`src/rtl/prog_loader.sv`:
```
// rtl/prog_loader.sv - stream-fed program loader that holds the CPU in reset until the image checksum verifies
module prog_loader #(
  parameter logic [7:0] BASE_ADDR = 8'h00,
  parameter int         TIMEOUT   = 1000
) (
  input  logic       clk,
  input  logic       rst,
  input  logic [7:0] inData,
  input  logic       inValid,
  output logic       inReady,
  input  logic [7:0] cpuAddr,
  output logic [7:0] memAddr,
  output logic [7:0] memData,
  output logic       memWe,
  output logic       cpuRst,
  output logic       done,
  output logic       err
);

  typedef enum logic [2:0] {LEN, DATA, SUM, RUN, ERR} stateT;

  localparam logic [31:0] TimeoutLimit = 32'(TIMEOUT);

  stateT       state;
  logic [8:0]  index;
  logic [8:0]  total;
  logic [7:0]  sum;
  logic [31:0] idle;
  logic [7:0]  wrAddr;
  logic        accept;
  logic        timedOut;
  logic        lastData;

  assign accept   = inValid && inReady;
  assign timedOut = (TimeoutLimit != 32'd0) && (idle + 32'd1 >= TimeoutLimit);
  assign lastData = (index + 9'd1 == total);
  // Once released, the CPU owns the memory address bus.
  assign memAddr  = (state == RUN) ? cpuAddr : wrAddr;

  always_ff @(posedge clk) begin
    if (rst) begin
      state   <= LEN;
      inReady <= 1'b1;
      memWe   <= 1'b0;
      wrAddr  <= BASE_ADDR;
      memData <= 8'h00;
      cpuRst  <= 1'b1;
      done    <= 1'b0;
      err     <= 1'b0;
      index   <= 9'd0;
      total   <= 9'd0;
      sum     <= 8'h00;
      idle    <= 32'd0;
    end else begin
      memWe <= 1'b0;
      case (state)
        LEN: begin
          if (accept) begin
            total <= (inData == 8'h00) ? 9'd256 : {1'b0, inData};
            index <= 9'd0;
            sum   <= 8'h00;
            idle  <= 32'd0;
            state <= DATA;
          end
        end
        DATA: begin
          if (accept) begin
            wrAddr  <= BASE_ADDR + index[7:0];
            memData <= inData;
            memWe   <= 1'b1;
            sum     <= sum + inData;
            index   <= index + 9'd1;
            idle    <= 32'd0;
            if (lastData) state <= SUM;
          end else if (timedOut) begin
            state   <= ERR;
            inReady <= 1'b0;
            err     <= 1'b1;
          end else begin
            idle <= idle + 32'd1;
          end
        end
        SUM: begin
          if (accept) begin
            idle    <= 32'd0;
            inReady <= 1'b0;
            if (inData == sum) begin
              state  <= RUN;
              cpuRst <= 1'b0;
              done   <= 1'b1;
            end else begin
              state <= ERR;
              err   <= 1'b1;
            end
          end else if (timedOut) begin
            state   <= ERR;
            inReady <= 1'b0;
            err     <= 1'b1;
          end else begin
            idle <= idle + 32'd1;
          end
        end
        RUN: ;
        ERR: ;
        default: begin
          state   <= ERR;
          inReady <= 1'b0;
          err     <= 1'b1;
        end
      endcase
    end
  end

endmodule

```
`config.mk`:
```
export PLATFORM = sky130hd
export DESIGN_NAME = prog_loader
export DESIGN_NICKNAME = d
export VERILOG_FILES = /design/src/rtl/prog_loader.sv
export SDC_FILE = /design/constraint.sdc
export NUM_CORES = 1
export LEC_CHECK = 0
export ABC_AREA = 1
export CAP_MARGIN = 10
export CELL_PAD_IN_SITES_DETAIL_PLACEMENT = 0
export CELL_PAD_IN_SITES_GLOBAL_PLACEMENT = 2
export CORE_ASPECT_RATIO = 1.4
export CORE_MARGIN = 2
export CORE_UTILIZATION = 33
export CTS_BUF_LIST = sky130_fd_sc_hd__clkbuf_8
export DETAILED_ROUTE_END_ITERATION = 7
export GPL_ROUTABILITY_DRIVEN = 0
export PLACE_DENSITY = 0.85
export SLEW_MARGIN = 40
export SYNTH_ARGS = -nofsm -noshare
export SYNTH_HDL_FRONTEND = slang
export SYNTH_SLANG_ARGS = --single-unit
```
`constraint.sdc`:
```
create_clock -name clk -period 2.8 [get_ports clk]
set_input_delay 0.56 -clock clk [delete_from_list [all_inputs] [get_ports clk]]
set_output_delay 0.56 -clock clk [all_outputs]
set_load 0.05 [all_outputs]
```
After elaboration in Yosys (flattened, before gate mapping)
Index checks and enable logic that the tools add are counted.

Bits in registers: 82. Latch bits: 0. RAM bits: 0. Bits in read-only memories: 0. Input bits: 19. Output and inout bits: 21. Word-level logic and storage cells: 77. Memories kept: 0.

Add/sub/neg operators: 3. $mul: 0. Divide/modulo/power cells: 0. $lt $le $gt $ge: 1. Eq/ne operators: 12. Shift operators: 0. Muxes and demuxes: 29. Bitwise operators: 3. Reductions and logical operators: 17.

Operator list (count): $mux 32 (3); $pmux 32 s2 (1); $add 32x1->32 const B (1); $ge 32x10->1 const B (1); $mux 9 (3); $mux 8 (3); $mux 3 (6); $pmux 9 s2 (1); $pmux 8 s2 (1); $reduce_and 3->1 (5); $pmux 3 s4 (1); $add 9x1->9 const B (1); $eq 9x9->1 (1); $ne 3x3->1 const B (3); $add 8x8->8 (1); $eq 8x8->1 (1); $logic_not 8->1 (1); $mux 1 (8); $eq 3x2->1 const B (2); $ne 2x2->1 const B (3); $pmux 1 s3 (2); $reduce_and 2->1 (3); $reduce_or 2->1 (3); $reduce_bool 2->1 (2); other kinds (6) (8).

Depth between registers and ports, before layout
Depth after elaboration: 5. Gate-level depth with buffers: 17.

Worst setup path after synthesis
No wires, ideal clock.

Path kind: flip-flop to output port. Start: reg state[0]. End: out memAddr[6]. Arrival time: 1720 ps. Required time: 2240 ps. Slack: 520 ps. Stages on the path, launching flop included: 6. Path buffers: 2. Cells stage by stage: dfxtp_1 -> buf_4 -> nand2_1 -> clkbuf_1 -> nor2_1 -> a21oi_1.

Cells in the longest elaborated chain, start to end: 2.

RTL lines: start: declaration (RTL line 24) `stateT state;`; start signal: assignment (RTL line 42) `state <= LEN;`; start signal: assignment (RTL line 63) `state <= DATA;`; start signal: assignment (RTL line 74) `if (lastData) state <= SUM;`; $eq 3x2->1 (RTL line 38) `assign memAddr = (state == RUN) ? cpuAddr : wrAddr;`; $mux 8 (RTL line 38); end: declaration (RTL line 12) `output logic [7:0] memAddr,`.

Every way passes these cells.

Worst setup path in the final report
Start: reg idle[1]. End: reg idle[5].

Cells in the longest elaborated chain, start to end: 4. Elaborated cells between the ends (all ways): 7. Those cells by class: add/sub: 1; order compare: 1; eq/ne: 1; mux: 3; reduce/logical: 1.

RTL lines: start: declaration (RTL line 28) `logic [31:0] idle;`; start signal: assignment (RTL line 80) `idle <= idle + 32'd1;`; start signal: assignment (RTL line 100) `idle <= idle + 32'd1;`; $add 32x1->32 (*) (RTL line 35, 80, 100); $ge 32x10->1 / $mux 32 (equally long branches) (RTL line 35, 75, 95); $ne 3x3->1 (no source line) / $mux 32 (equally long branches); $reduce_and 3->1 (no source line) / $pmux 32 s2 (equally long branches).

Every way passes the cells marked *; elsewhere a longest branch is shown, timed or not. The select of a mux whose other input is x is not followed. A chain may end at the register's enable or synchronous reset.

==> results by group <==
Clock tree
  • Clock latency on the worst-skew pair: 360 ps
  • Clk slew on worst S/H paths: 100 ps
  • H-tree depth: 3
  • CTS tree: yes
  • Clock Tree Root: clkbuf_8
  • Hold-fix buffers, CTS: 0
  • Max clock buf depth: 2
  • CTS Buf Count: 9
  • Clock sinks: 82

Yosys
  • Syn_area_per_cell: 6.226 um^2
  • Unique cell type count in the Yosys netlist: 36
  • Synth warnings: 0
  • Async SR Flop Fraction: 0%
  • Synthesized area: 4918 um^2
  • Number of flops mapped to enable cells by yosys: 0
  • Flops & latches, synth: 82
  • Post-Syn Nets: 819
  • Main synth FF type: dfxtp_1
  • Sequential-to-total area share from yosys stat: 33.38%
  • Synthesized netlist cell count: 790

STA
  • Worst-Margin Slew: 650.4 ps
  • Slew margin rel.: 56.54%
  • Hold Slack: 455.4 ps
  • Hold Vio Cnt, Final: 0
  • Crit path time final: 2533 ps
  • F_max: 394.8 MHz
  • Final setup fails: 0
  • Tcrit/Tclk final: 90.46%
  • Max-slew violations: 0
  • Clock Skew: 13.69 ps
  • Setup TNS: 0 ps

Critical path
  • Most Frequent Cell on Critical Path: nand2_1
  • Critical path buffers and inverters: 2
  • Worst Path Max Fanout: 37
  • Max incr delay on CP: 400 ps
  • Worst Setup End Kind: flip-flop
  • CP delay by family, top: simple AND/OR/NAND/NOR gates
  • CP cell instances: ha_1 -> nand2_2 -> nor2_4 -> buf_12 -> nand2_4 -> nor2_4 -> nand2_1 -> nand2_1 -> nand2_1 -> nor2_2 -> nand2_2 -> nor2_4 -> nand3_2 -> nand2_4 -> nand3_4 -> buf_12 -> nand2_1 -> nand2_1 -> nor2_1
  • CP max-delay cell: dfxtp_1
  • Worst EP arrival: 2840 ps
  • Worst Setup Start Kind: flip-flop
  • Worst path required time: 3110 ps
  • Critical path type: flip-flop to flip-flop

Die
  • Die Y: 148.5 um
  • Starting Density: 33.90%
  • Die extent in x: 107.2 um
  • Core box area: 14,510 um^2
  • Core Rows: 52
  • Full die area: 15,910 um^2
  • Total I/O pin count: 40

Finish
  • Nets: 868
  • Area grow syn2layout: 18.34%
  • Ant diodes: 0
  • Layout cells sized above 1: 10.31%

Global routing
  • Vias in the first global route: 4,868
  • Met1 Use GR: 20.62%
  • Global Route Usage Sum: 18.94%
  • Largest net degree at the start of global routing: 38
  • First-pass GRT wire length: 23,580 um
  • Initial antenna violation count: 0
  • Grt met3 use: 2.892%
  • GR peak layer: met2
  • GR Layer Usage met2: 35.85%
  • GRT Residual Overflow: 0

Status
  • Run status: complete, no violations

Place
  • Detailed placement HPWL: 11,110 um
  • Port bufs: 39

Drt
  • DR vias: 4,931
  • DRC: 0
  • Post-route ant nets: 0
  • Drt first-iter violations: 179
  • Routed vias/inst: 4.773
  • WL per Instance: 13.70 um
  • DR pass1 iterations: 4
  • Final wirelength: 14,150 um

Power and ir drop
  • LEAKAGE: 2.483 nW
  • Pwr Density: 665.6 nW/um^2
  • Max VDD drop: 317.1 uV

Job
  • MaxCap Viol Count: 0

Hold path
  • Worst min path class: flip-flop to flip-flop
[worst register-to-register path, stage by stage (launching register included)]
cell and delay, ps:
dfxtp_1 400, ha_1 220, nand2_2 90, nor2_4 140
buf_12 140, nand2_4 60, nor2_4 150, nand2_1 70
nand2_1 60, nand2_1 60, nor2_2 120, nand2_2 70
nor2_4 150, nand3_2 120, nand2_4 120, nand3_4 80
buf_12 210, nand2_1 90, nand2_1 40, nor2_1 90
[cells in the final DEF, fill, tap and decap left out, drive strengths merged]
| cell | n |
|---|---|
| xnor2 | 4 |
| ha | 9 |
| clkdlybuf4s50 | 31 |
| a32o | 2 |
| nand2 | 253 |
| fa | 1 |
| inv | 82 |
| o21ai | 39 |
| buf | 28 |
| nand3b | 3 |
| bufinv | 1 |
| nand4 | 10 |
| dfxtp | 82 |
| nor3 | 4 |
| clkbuf | 10 |
| nand3 | 53 |
| nor2 | 162 |
| o21bai | 3 |
| or2 | 3 |
| o211ai | 1 |
| a31oi | 3 |
| a21oi | 45 |
| clkinv | 4 |
| a211oi | 1 |
| nor4 | 4 |
| xor2 | 6 |
[kinds of logic after synthesis]
group | Yosys count | share of synthesized area (%)
flops | 82 | 33.38
buf+inv | 102 | 8.344
xor+xnor | 10 | 1.781
fa+ha+maj | 10 | 2.697
simple gates | 492 | 43.47
compound gates | 94 | 10.33
[sequential cells by signal, summed over array words and instances (netlist names)]
register	flops
cpuRst	1
wrAddr	8
done	1
state	3
sum	8
idle	32
err	1
index	9
memData	8
memWe	1
total	9
inReady	1
[cell type report]
cell class	count	area [um^2]
Clock inverter	6	73.82
Tap cell	189	236.5
Inverter	81	304.0
Fill cell	1580	8688
Multi-Input combinational cell	606	2882
Timing Repair Buffer	59	545.5
Clock buffer	10	137.6
Sequential cell	82	1642
[repair_timing]
item                                    CTS  global route
hold endpoints to repair                  0             0
endpoints found under the setup margin    0             7
buffers inserted                          0             2
resized for setup                         0             6
[worst paths after layout]
path	startpoint	endpoint	slack, ps	cells past startpoint
hold / removal	cpuRst	cpuRst	460	2
setup / recovery	idle[1]	idle[5]	270	19
hold reg to reg	cpuRst	cpuRst	460	2
setup reg to reg	idle[1]	idle[5]	270	19
[metal layers]
metal,vias up,part of all wire (%),wire length (um)
met5,-,0,0
met4,0,3.3,461
met3,23,2.4,342
met2,81,55,7711
met1,2236,40,5634
li1,2591,-,-
[power by group]
| group | leakage, nW | switching, W | internal, W | total, W |
|---|---|---|---|---|
| sequential | 0.667 | 0.000130 | 0.00134 | 0.00147 |
| clock | 0.107 | 0.000490 | 0.000447 | 0.000937 |
| combinational | 1.71 | 0.000966 | 0.000500 | 0.00147 |
| total | 2.48 | 0.00159 | 0.00229 | 0.00387 |
[metrics by stage]
step | instances | utilization (%) | instance area (um^2) | worst slack (ps) | total power (W)
after floorplan | 790 | - | 4918 | 520.5 | 0.002574
after global placement | 1015 | 38.37 | 5567 | 104.4 | 0.002965
after detailed placement | 1015 | 38.37 | 5567 | 130.1 | 0.002986
after CTS | 1031 | 39.82 | 5778 | 213.5 | 0.003944
after global routing | 1033 | 40.12 | 5821 | -0.3835 | 0.004154
final | 1033 | 40.12 | 5821 | 267.0 | 0.003874
[synth_stat cells (all sizes together) (4+ instances only)]
| master | n | share of area, % |
|---|---|---|
| xnor2 | 4 | 0.71 |
| nand2 | 253 | 20 |
| inv | 81 | 6.2 |
| nor2 | 162 | 14 |
| nor4 | 4 | 0.51 |
| nand4 | 10 | 1.4 |
| buf | 6 | 1.0 |
| clkbuf | 15 | 1.1 |
| nand3 | 53 | 6.0 |
| o21ai | 39 | 4.0 |
| nor3 | 4 | 0.41 |
| ha | 9 | 2.3 |
| xor2 | 6 | 1.1 |
| dfxtp | 82 | 33 |
| a21oi | 45 | 4.8 |
Power figures use the tool's default switching activity.
